### src/rtl/uart_pkg.sv
// rtl/uart_pkg.sv - shared types and defaults for the UART transmit controller
package uart_pkg;
   localparam int UART_DATA_W          = 8;
   localparam int DEFAULT_CLKS_PER_BIT = 87;
   localparam int DEFAULT_FIFO_AW      = 3;

   typedef enum logic [1:0] {
      IDLE,
      START,
      DATA,
      STOP
   } tx_state_t;
endpackage

### src/rtl/sync_fifo.sv
// rtl/sync_fifo.sv - first-word-fall-through synchronous FIFO
module sync_fifo
   import uart_pkg::*;
#(
   parameter int WIDTH = UART_DATA_W,
   parameter int AW    = DEFAULT_FIFO_AW
) (
   input  logic             clk,
   input  logic             resetn,
   input  logic             wr_en,
   input  logic [WIDTH-1:0] wr_data,
   input  logic             rd_en,
   output logic [WIDTH-1:0] rd_data,
   output logic             full,
   output logic             empty,
   output logic [AW:0]      count
);
   localparam int DEPTH = 2**AW;
   localparam logic [AW:0] FULL_CNT = (AW+1)'(DEPTH);

   logic [WIDTH-1:0] r_mem [DEPTH];
   logic [AW-1:0]    r_wr_ptr;
   logic [AW-1:0]    r_rd_ptr;
   logic [AW:0]      r_count;
   logic             w_push;
   logic             w_pop;

   // A push while full is refused even if a pop frees a slot this cycle.
   assign w_push  = wr_en && !full;
   assign w_pop   = rd_en && !empty;
   assign full    = (r_count == FULL_CNT);
   assign empty   = (r_count == '0);
   assign count   = r_count;
   assign rd_data = r_mem[r_rd_ptr];

   always_ff @(posedge clk) begin
      if (w_push) begin
         r_mem[r_wr_ptr] <= wr_data;
      end
   end

   always_ff @(posedge clk) begin
      if (!resetn) begin
         r_wr_ptr <= '0;
         r_rd_ptr <= '0;
         r_count  <= '0;
      end else begin
         if (w_push) begin
            r_wr_ptr <= r_wr_ptr + 1'b1;
         end
         if (w_pop) begin
            r_rd_ptr <= r_rd_ptr + 1'b1;
         end
         case ({w_push, w_pop})
            2'b10:   r_count <= r_count + 1'b1;
            2'b01:   r_count <= r_count - 1'b1;
            default: r_count <= r_count;
         endcase
      end
   end
endmodule

### src/rtl/uart_tx_ctrl.sv
// rtl/uart_tx_ctrl.sv - CPU-fed byte FIFO and 8N1 serializer driving uart_tx
module uart_tx_ctrl
   import uart_pkg::*;
#(
   parameter int CLKS_PER_BIT = DEFAULT_CLKS_PER_BIT,
   parameter int FIFO_AW      = DEFAULT_FIFO_AW
) (
   input  logic                   sysclk,
   input  logic                   cpu_resetn,
   input  logic                   wr_en,
   input  logic [UART_DATA_W-1:0] wr_data,
   input  logic                   ovf_clr,
   output logic                   ready,
   output logic                   busy,
   output logic                   overflow,
   output logic                   uart_tx
);
   localparam int TW = $clog2(CLKS_PER_BIT);
   localparam logic [TW-1:0] T_LAST = TW'(CLKS_PER_BIT - 1);

   tx_state_t              r_state;
   logic [TW-1:0]          r_timer;
   logic [2:0]             r_bit_idx;
   logic [UART_DATA_W-1:0] r_shift;
   logic                   r_tx;
   logic                   r_overflow;

   logic [UART_DATA_W-1:0] w_head;
   logic                   w_full;
   logic                   w_empty;
   logic [FIFO_AW:0]       w_count;
   logic                   w_bit_end;
   logic                   w_pop;

   assign w_bit_end = (r_timer == T_LAST);
   // Popping at the end of STOP lets the next frame start with no idle gap.
   assign w_pop     = !w_empty && ((r_state == IDLE) || (r_state == STOP && w_bit_end));

   sync_fifo #(
      .WIDTH (UART_DATA_W),
      .AW    (FIFO_AW)
   ) u_fifo (
      .clk     (sysclk),
      .resetn  (cpu_resetn),
      .wr_en   (wr_en),
      .wr_data (wr_data),
      .rd_en   (w_pop),
      .rd_data (w_head),
      .full    (w_full),
      .empty   (w_empty),
      .count   (w_count)
   );

   assign ready    = !w_full;
   assign busy     = (w_count != '0) || (r_state != IDLE);
   assign overflow = r_overflow;
   assign uart_tx  = r_tx;

   always_ff @(posedge sysclk) begin
      if (!cpu_resetn) begin
         r_state    <= IDLE;
         r_timer    <= '0;
         r_bit_idx  <= '0;
         r_shift    <= '0;
         r_tx       <= 1'b1;
         r_overflow <= 1'b0;
      end else begin
         if (wr_en && w_full) begin
            r_overflow <= 1'b1;
         end else if (ovf_clr) begin
            r_overflow <= 1'b0;
         end

         case (r_state)
            IDLE: begin
               r_timer <= '0;
               r_tx    <= 1'b1;
               if (!w_empty) begin
                  r_shift <= w_head;
                  r_state <= START;
                  r_tx    <= 1'b0;
               end
            end
            START: begin
               if (w_bit_end) begin
                  r_timer   <= '0;
                  r_bit_idx <= '0;
                  r_state   <= DATA;
                  r_tx      <= r_shift[0];
               end else begin
                  r_timer <= r_timer + 1'b1;
               end
            end
            DATA: begin
               if (w_bit_end) begin
                  r_timer <= '0;
                  r_shift <= r_shift >> 1;
                  if (r_bit_idx == 3'd7) begin
                     r_state <= STOP;
                     r_tx    <= 1'b1;
                  end else begin
                     r_bit_idx <= r_bit_idx + 1'b1;
                     r_tx      <= r_shift[1];
                  end
               end else begin
                  r_timer <= r_timer + 1'b1;
               end
            end
            STOP: begin
               if (w_bit_end) begin
                  r_timer <= '0;
                  if (!w_empty) begin
                     r_shift <= w_head;
                     r_state <= START;
                     r_tx    <= 1'b0;
                  end else begin
                     r_state <= IDLE;
                     r_tx    <= 1'b1;
                  end
               end else begin
                  r_timer <= r_timer + 1'b1;
               end
            end
            default: begin
               r_state <= IDLE;
               r_tx    <= 1'b1;
            end
         endcase
      end
   end
endmodule

### config.mk
export PLATFORM = sky130hd
export DESIGN_NAME = uart_tx_ctrl
export DESIGN_NICKNAME = d
export VERILOG_FILES = /design/src/rtl/uart_pkg.sv /design/src/rtl/sync_fifo.sv /design/src/rtl/uart_tx_ctrl.sv
export SDC_FILE = /design/constraint.sdc
export NUM_CORES = 1
export LEC_CHECK = 0
export CELL_PAD_IN_SITES_DETAIL_PLACEMENT = 1
export CELL_PAD_IN_SITES_GLOBAL_PLACEMENT = 1
export CORE_MARGIN = 2
export CORE_UTILIZATION = 55
export CTS_CLUSTER_SIZE = 20
export DETAILED_ROUTE_END_ITERATION = 8
export PLACE_DENSITY_LB_ADDON = 0.1
export SLEW_MARGIN = 10
export SYNTH_ARGS = -nofsm -noshare
export SYNTH_HDL_FRONTEND = slang
export SYNTH_SLANG_ARGS = --single-unit
### constraint.sdc
create_clock -name sysclk -period 6.91 [get_ports sysclk]
set_clock_uncertainty 0.15 [all_clocks]
set_input_delay 1.0365 -clock sysclk [delete_from_list [all_inputs] [get_ports sysclk]]
set_output_delay 1.0365 -clock sysclk [all_outputs]
set_load 0.02 [all_outputs]
==> summary by stage, run 1 <==
Die
The die is 92.1 microns wide. The boundary pin count is 16. The floorplan has 32 rows.

The full die area is 8490 sq um. The total area inside the core boundary comes to 7610 sq um. The die is 92.1 microns tall.

The initial core utilization is 56.1%.

Finish
Fill cells in the final layout number 719. The total number of nets in the final design is 346. The post-route cell area is 4710 sq um. The post-route non-filler standard cell count is 426.

The share of final-layout standard cells stronger than drive strength 1 is 10.5%. Compared with the post-synthesis result, the final layout area differs by 10.3%. 0 antenna diodes ended up in the layout.

Synthesis
Averaged over all synthesized cells, the footprint is 14.3 sq um. For this run, the number of Yosys warnings is 0. The sequential cell area fraction in the yosys report is 61.4%. Yosys mapped the design onto 48 distinct sky130hd cell types. The synthesized netlist net count is 325. The leading area contributor after synthesis is sky130_fd_sc_hd__edfxtp_1. The cell area that synthesis handed to floorplanning was 4270 sq um. Yosys attributes the largest share of cell area to sky130_fd_sc_hd__edfxtp_1 45%, sky130_fd_sc_hd__dfxtp_1 16%, sky130_fd_sc_hd__mux4_1 4.9%.

The share of flip-flops with an asynchronous set or reset is 0%. In this run the biggest area consumer among cell types represents 45.0% of the synthesized area. The synthesized instance count is 298. The flip-flop cell with the highest count after synthesis is sky130_fd_sc_hd__edfxtp_1. The number of enable flip-flop cells after synthesis is 64. The most frequently used cell type in the post-synthesis netlist is sky130_fd_sc_hd__edfxtp_1. The number of synthesized register bits is 99. In the synthesized netlist, the cells that appear most often are 64 x sky130_fd_sc_hd__edfxtp_1, 35 x sky130_fd_sc_hd__dfxtp_1, 16 x sky130_fd_sc_hd__nand2_1, 16 x sky130_fd_sc_hd__nor2_1, 15 x sky130_fd_sc_hd__ha_1.

Clock network
The clock reaches the later pin of the worst-skew pair after 360 ps. The clock passes through at most 2 buffers. The CTS H-tree depth is 3. The buffer type at the clock tree root is sky130_fd_sc_hd__clkbuf_8. The clock-pin slew on the worst setup and hold paths is 100 ps. The total clock buffers created by CTS is 9. The number of sinks driven by the clock tree is 99. The number of instances resized during post-cts repair is 0. In this run, post-CTS hold repair placed 0 buffers. TritonCTS built the clock tree.

After clock tree synthesis, the setup repair step added 0 buffers.

Drt
Dividing the detail-routed wire length by the instance count gives 20.3 microns. The detail route stage leaves a number of antenna-violating nets equal to 0. In this run, the number of DRC markers left after iteration 0 of detailed routing was 102. In the routed design, unresolved DRC markers number 0. Using the TritonRoute via totals, the vias-per-cell ratio works out to 5.96.

The vias after detailed routing is 2539. The final routed wirelength across all metal layers is 8.67 mm. For this run, the detailed router's first-pass iteration total came to 4.

Global route
The via count of the first global-routing pass is 2756. Global routing used 22.1% of the available tracks. The wire length of the first global-routing pass is 14.0 mm.

The maximum number of pins on one net before global-route repair is 20. The initial antenna violation count is 0. The aggregate global routing overflow is 0.

Worst setup path
The number of cells on the worst reg-to-reg path is 12. The most critical setup path has its startpoint at u_fifo.count[0]. The type of element capturing the critical path is an output port. Along the worst path, the maximum fanout reaches 7. The critical path goes through or4b_1 > clkdlybuf4s50_1. The capture point of the critical path is ready.

Counting both buffers and inverters, the worst setup path holds a total of 1. For the worst setup path, the data arrival time is 2060 ps. The slowest stage of the critical path belongs to the cell sky130_fd_sc_hd__or4b_1. The startpoint type of the worst setup path is a flip-flop. The reg-to-reg endpoint is u_fifo.count[2].

The worst setup path category is flip-flop to output port. The worst register-to-register path begins at r_timer[0]. The endpoint required time on the critical path is 5720 ps.

The critical path crosses 2 cells after its start point. The setup slack of the worst register-to-register path is 3740 ps. Broken down by cell family, the worst path's largest delay share belongs to simple AND/OR/NAND/NOR gates.

The critical path's largest stage delay is 700 ps.

Timing
The max-slew violation total from the final report came to 0. Dividing the final minimum period by the clock period gives 47.0%. The shortest period the worst path allows is 3250 ps. Setup repair after global routing left no endpoint under its margin. For the pin with the worst max-slew slack, the measured transition is 1000 ps. Timing would allow up to 0.308 GHz.

The tightest slew margin relative to the limit is 33.1%. The hold violation total from the final report is 0. Setup total negative slack on the finished layout was measured at 0 ps. Setup violations remaining at the end of the flow were counted as 0. Hold timing on the final database bottoms out at a slack of 316 ps.

Power
In this run the static leakage power is 1.61 nW. IR analysis of the VDD net gives a maximum drop of 0.000227 V. In this run the power density over the cells is 349 nW/um^2.

Placement
The count of buffers added on input and output ports is 15. The congestion estimate from routability-driven global placement came to 0.754. The cell count after placement is 410.

Summing all placed instances gives a cell area of 4520 sq um. The HPWL after detailed placement is 5.98 mm.

Status
The flow ran to the end, and the final reports show no timing, DRC or antenna violations.

Hold path
The tightest min-delay check is of the flip-flop to flip-flop type.

Job
The count of maximum capacitance violations is 0.
==> power by group <==
group	total (mW)	switching, mW	leakage, nW	internal (mW)
Clock	0.360	0.218	0.101	0.142
Sequential	0.792	0.0868	0.867	0.705
Combinational	0.490	0.253	0.643	0.237
Total	1.64	0.558	1.61	1.08
==> worst min path at each step <==
stage	start	endpoint	cells past startpoint
detailed placement	r_shift[7]	r_shift[7]	1
global placement	r_shift[7]	r_shift[7]	1
floorplan	r_shift[7]	r_shift[7]	1
global route	r_shift[7]	r_shift[7]	1
finish	r_shift[7]	r_shift[7]	1
CTS	r_shift[7]	r_shift[7]	1
==> placed cells by master (no fill, tap or decap), drive strengths merged, types with 2 or more instances in the layout <==
master and instances:
nor3 12, inv 14, nand4b 2, dfxtp 35, nand3b 2, a221o 7, xor2 9, nand2b 7
mux2i 14, nand3 11, nor2 16, or3 3, clkbuf 9, buf 5, a21oi 11, and2 2
nand2 17, mux4 16, ha 15, or4 2, o22ai 2, nor4 4, clkdlybuf4s50 15, o21ai 8
nor2b 3, clkinv 3, o41ai 2, edfxtp 64
==> logic make-up (layout without fill, tap and decap cells) <==
logic type / count (synthesis) / in the layout / share of synthesized area [%]
AOI/OAI and AO/OA: 40 / 40 / 6.53
xor gates and xnor gates: 10 / 10 / 2.05
adders and majority gates: 15 / 15 / 4.39
buffers and inverters: 20 / 46 / 2.52
DFF: 99 / 99 / 61.4
muxes: 30 / 30 / 12.4
and+or+nand+nor: 84 / 84 / 10.7
==> layout make-up <==
cell class	instances	area, sq um	share of cell area [%]
inverter	10	37.5	0.797
tap	102	128	2.71
sequential	99	2620	55.7
multi-input combinational	179	1540	32.7
clock inverter	7	70.1	1.49
clock buffer	9	124	2.63
timing repair buffer	20	188	3.99
==> flip-flops by register name (all words and copies together) (netlist names), named ones only <==
name / cells
u_fifo.r_mem: 64
r_timer: 7
r_state: 2
u_fifo.r_rd_ptr: 3
r_bit_idx: 3
u_fifo.count: 4
overflow: 1
r_shift: 8
uart_tx: 1
u_fifo.r_wr_ptr: 3
==> routing by layer <==
layer | GRT usage, % | vias up | share of wire (%)
li1 | - | 1192 | -
met4 | 9.70 | 0 | 1.3
met2 | 37.2 | 39 | 51
met5 | 0 | - | 0
met1 | 28.1 | 1297 | 45
met3 | 4.11 | 11 | 2.4
==> through the flow <==
stage	setup slack, ps	total power [mW]	utilization (%)
floorplan	4280	1.16	-
global placement	3540	1.27	59.4
detailed placement	3330	1.30	59.4
CTS	3640	1.66	61.9
global route	3460	1.73	61.9
finish	3660	1.64	61.9
Power figures use the tool's default switching activity.
==> inputs of run 2 (changes only) <==
--- a/config.mk
+++ b/config.mk
@@ -8,7 +8,7 @@
 export CELL_PAD_IN_SITES_DETAIL_PLACEMENT = 1
 export CELL_PAD_IN_SITES_GLOBAL_PLACEMENT = 1
 export CORE_MARGIN = 2
-export CORE_UTILIZATION = 55
+export CORE_UTILIZATION = 51
 export CTS_CLUSTER_SIZE = 20
 export DETAILED_ROUTE_END_ITERATION = 8
 export PLACE_DENSITY_LB_ADDON = 0.1
==> constraint.sdc (replaced) <==
create_clock -name sysclk -period 3.1 [get_ports sysclk]
set_clock_uncertainty 0.15 [all_clocks]
set_input_delay 0.465 -clock sysclk [delete_from_list [all_inputs] [get_ports sysclk]]
set_output_delay 0.465 -clock sysclk [all_outputs]
set_load 0.02 [all_outputs]
==> run 2 against run 1 <==
Compared with the run above: design area is 1.8% higher; register-to-register slack worse by 3500 ps; highest routed layer unchanged; die area is 7.5% higher; sequential cell count stayed put; wire length is 2.3% lower; final cell count is 2.3% higher; total power is 130% higher; worst setup slack worse by 3400 ps; count of clock-buffer cells in the layout stayed put; via count is 1.4% lower; largest cell class unchanged; non-clock buffer count is 7 higher; clock power is 130% higher.
==> summary by stage, run 2 (synthesis gave the netlist of run 1 again) <==
Status
The flow ran to the end, and the final reports show no timing, DRC or antenna violations.

Timing
Setup violations remaining at the end of the flow were counted as 0. The max-slew violation total from the final report is 0. The ratio of final minimum period to clock period is 90.8%. The hold violation total from the final report is 0.

Setup repair after global routing left no endpoint under its margin. The setup TNS after final layout is 0 ps. The peak clock frequency supported by timing is 0.355 GHz. In this run the tightest slew margin relative to its limit is 53.6%. The transition time of the tightest slew-check pin is 695 ps. The shortest period the worst path allows is 2820 ps.

Clock network
The H-tree was split into 3 levels. Clock tree synthesis inserted a total of 9 buffers. The buffer count from post-CTS setup fixing is 0. The number of sinks driven by the clock tree is 99. The CTS tree is done. The clock insertion delay at the later pin of the skew report is 380 ps. The clock passes through at most 2 buffers. After clock tree synthesis, the clock-pin slew on the worst setup and hold paths is 120 ps. The buffer type at the clock tree root is sky130_fd_sc_hd__clkbuf_8.

Worst setup path
The endpoint identified for the worst register-to-register timing path is u_fifo.count[2]. The worst-path maximum fanout is 8. STA classifies the critical path startpoint as a flip-flop.

In this run the critical register-to-register path is launched from u_fifo.count[0]. The critical path starts at u_fifo.count[0]. The setup slack of the worst register-to-register path is 280 ps. The endpoint required time on the critical path is 3260 ps. The number of cells on the worst reg-to-reg path is 9. At the worst endpoint, the arrival time is 2970 ps. In this run the worst setup path terminates at u_fifo.count[2]. The worst setup path is captured at a flip-flop. The worst setup path category is flip-flop to flip-flop.

Finish
The largest registers in the layout are u_fifo.r_mem (64), r_shift (8), r_timer (7). The diode insertion count for antenna repair is 0. The filler cell count is 790.

In the layout the commonest cells are 64 x sky130_fd_sc_hd__edfxtp_1, 35 x sky130_fd_sc_hd__dfxtp_1, 16 x sky130_fd_sc_hd__nand2_1, 16 x sky130_fd_sc_hd__nor2_1. The area added between synthesis and finish is 12.2%. The register with the most flip-flops in the layout has 64 of them. The total number of nets in the final design is 353. The share of final-layout standard cells stronger than drive strength 1 is 12.7%.

The most common cell after layout, fill and taps aside is sky130_fd_sc_hd__edfxtp_1. The register with the most flip-flops in the final layout is u_fifo.r_mem.

Global route
The initial antenna violation count is 0. In the global route stage, overall resource usage came out at 21.0%. The via count of the first global-routing pass is 2634. The maximum number of pins on one net before global-route repair is 22. The aggregate global routing overflow is 0. The wire length of the first global-routing pass is 13.9 mm.

Die
The full die area is 9120 sq um. The die boundary width is 95.5 microns. The number of cell rows is 33. The overall die height is 95.5 microns. The floorplan core area is 8180 sq um.

The initial utilization of the core area, before any placement, comes to 52.2%. The boundary pin count is 16.

Drt
The number of nets with antenna violations after routing is 0. The ratio of routed vias to standard cells is 5.74. After detailed routing, the number of remaining DRC violations is 0.

The routed layout has 2504 vias. The final routed wirelength across all metal layers is 8.47 mm. The detailed-router iteration count before antenna repair is 4. The average wire per standard cell is 19.4 microns. The number of violations reported at the end of detailed-routing iteration 0 is 72.

Job
The tool flagged a number of max-cap violations equal to 0.

Hold path
Counting instances, the worst hold path has a depth of 1. The worst hold path belongs to the class flip-flop to flip-flop.

Power
Power comes to 3.71 mW. The total power per unit cell area is 773 nW/um^2. The worst voltage drop across the vdd grid is 0.000419 V. The reported leakage power is 1.65 nW.

Placement
The final estimated routing congestion in global placement is 0.823. Detailed placement finished with a half-perimeter wire length of 5.93 mm. The port buffer count is 15.
==> run 2: worst min path at each step <==
stage                     startpoint          to  slack, ps
after floorplan           r_shift[7]  r_shift[7]        280
after global placement    r_shift[7]  r_shift[7]        300
after detailed placement  r_shift[7]  r_shift[7]        300
after CTS                 r_shift[7]  r_shift[7]        320
after global routing      r_shift[7]  r_shift[7]        360
final                     r_shift[7]  r_shift[7]        320
==> run 2: report_power, final <==
group          internal (mW)  leakage, nW  switching (mW)  total [mW]
logic                  0.552        0.680           0.590        1.14
registers               1.57        0.867           0.157        1.73
clock network          0.326        0.105           0.509       0.834
total                   2.45         1.65            1.26        3.71
==> run 2: layout make-up <==
class | count | area (sq um) | share of cell area [%]
Clock buffer | 9 | 124 | 2.58
Clock inverter | 7 | 91.3 | 1.91
Inverter | 10 | 37.5 | 0.783
Multi-Input combinational cell | 179 | 1550 | 32.3
Sequential cell | 99 | 2620 | 54.7
Tap cell | 105 | 131 | 2.74
Timing Repair Buffer | 27 | 240 | 5.01
==> run 2: repair_timing <==
| item | 4_1_cts | 5_1_grt |
|---|---|---|
| setup endpoints to repair | 0 | 1 |
| hold buffers | 0 | 0 |
| hold endpoints to repair | 0 | 0 |
| gates resized for setup | 0 | 1 |
==> run 2: critical path, stage by stage, from the launching register on <==
cell and delay, ps:
sky130_fd_sc_hd__dfxtp_1 410, sky130_fd_sc_hd__or4b_1 670, sky130_fd_sc_hd__nand2_2 230, sky130_fd_sc_hd__ha_1 280, sky130_fd_sc_hd__xor2_1 190, sky130_fd_sc_hd__ha_1 160
sky130_fd_sc_hd__a21oi_1 50, sky130_fd_sc_hd__xor2_1 160, sky130_fd_sc_hd__or3_1 310, sky130_fd_sc_hd__a21oi_1 150
==> run 2: per-stage QoR <==
| stage | util, % | hold WS (ps) | cell area [sq um] | cells | setup slack, ps |
|---|---|---|---|---|---|
| 2_1_floorplan | - | 278 | 4270 | 298 | 468 |
| 3_3_place_gp | 55.9 | 295 | 4570 | 420 | 363 |
| 3_5_place_dp | 55.9 | 300 | 4570 | 420 | 244 |
| 4_1_cts | 58.6 | 323 | 4790 | 436 | 230 |
| 5_1_grt | 58.6 | 358 | 4790 | 436 | 46.5 |
| 6_report | 58.6 | 320 | 4790 | 436 | 285 |
==> run 2: per-layer routing <==
layer | share of wire (%) | wire [microns] | global-route usage, % | up-vias
met5 | 0 | 0 | 0 | -
met4 | 1.0 | 87 | 5.48 | 0
met3 | 2.2 | 183 | 5.22 | 8
met2 | 50 | 4270 | 36.0 | 29
met1 | 46 | 3930 | 26.9 | 1255
li1 | - | - | - | 1212
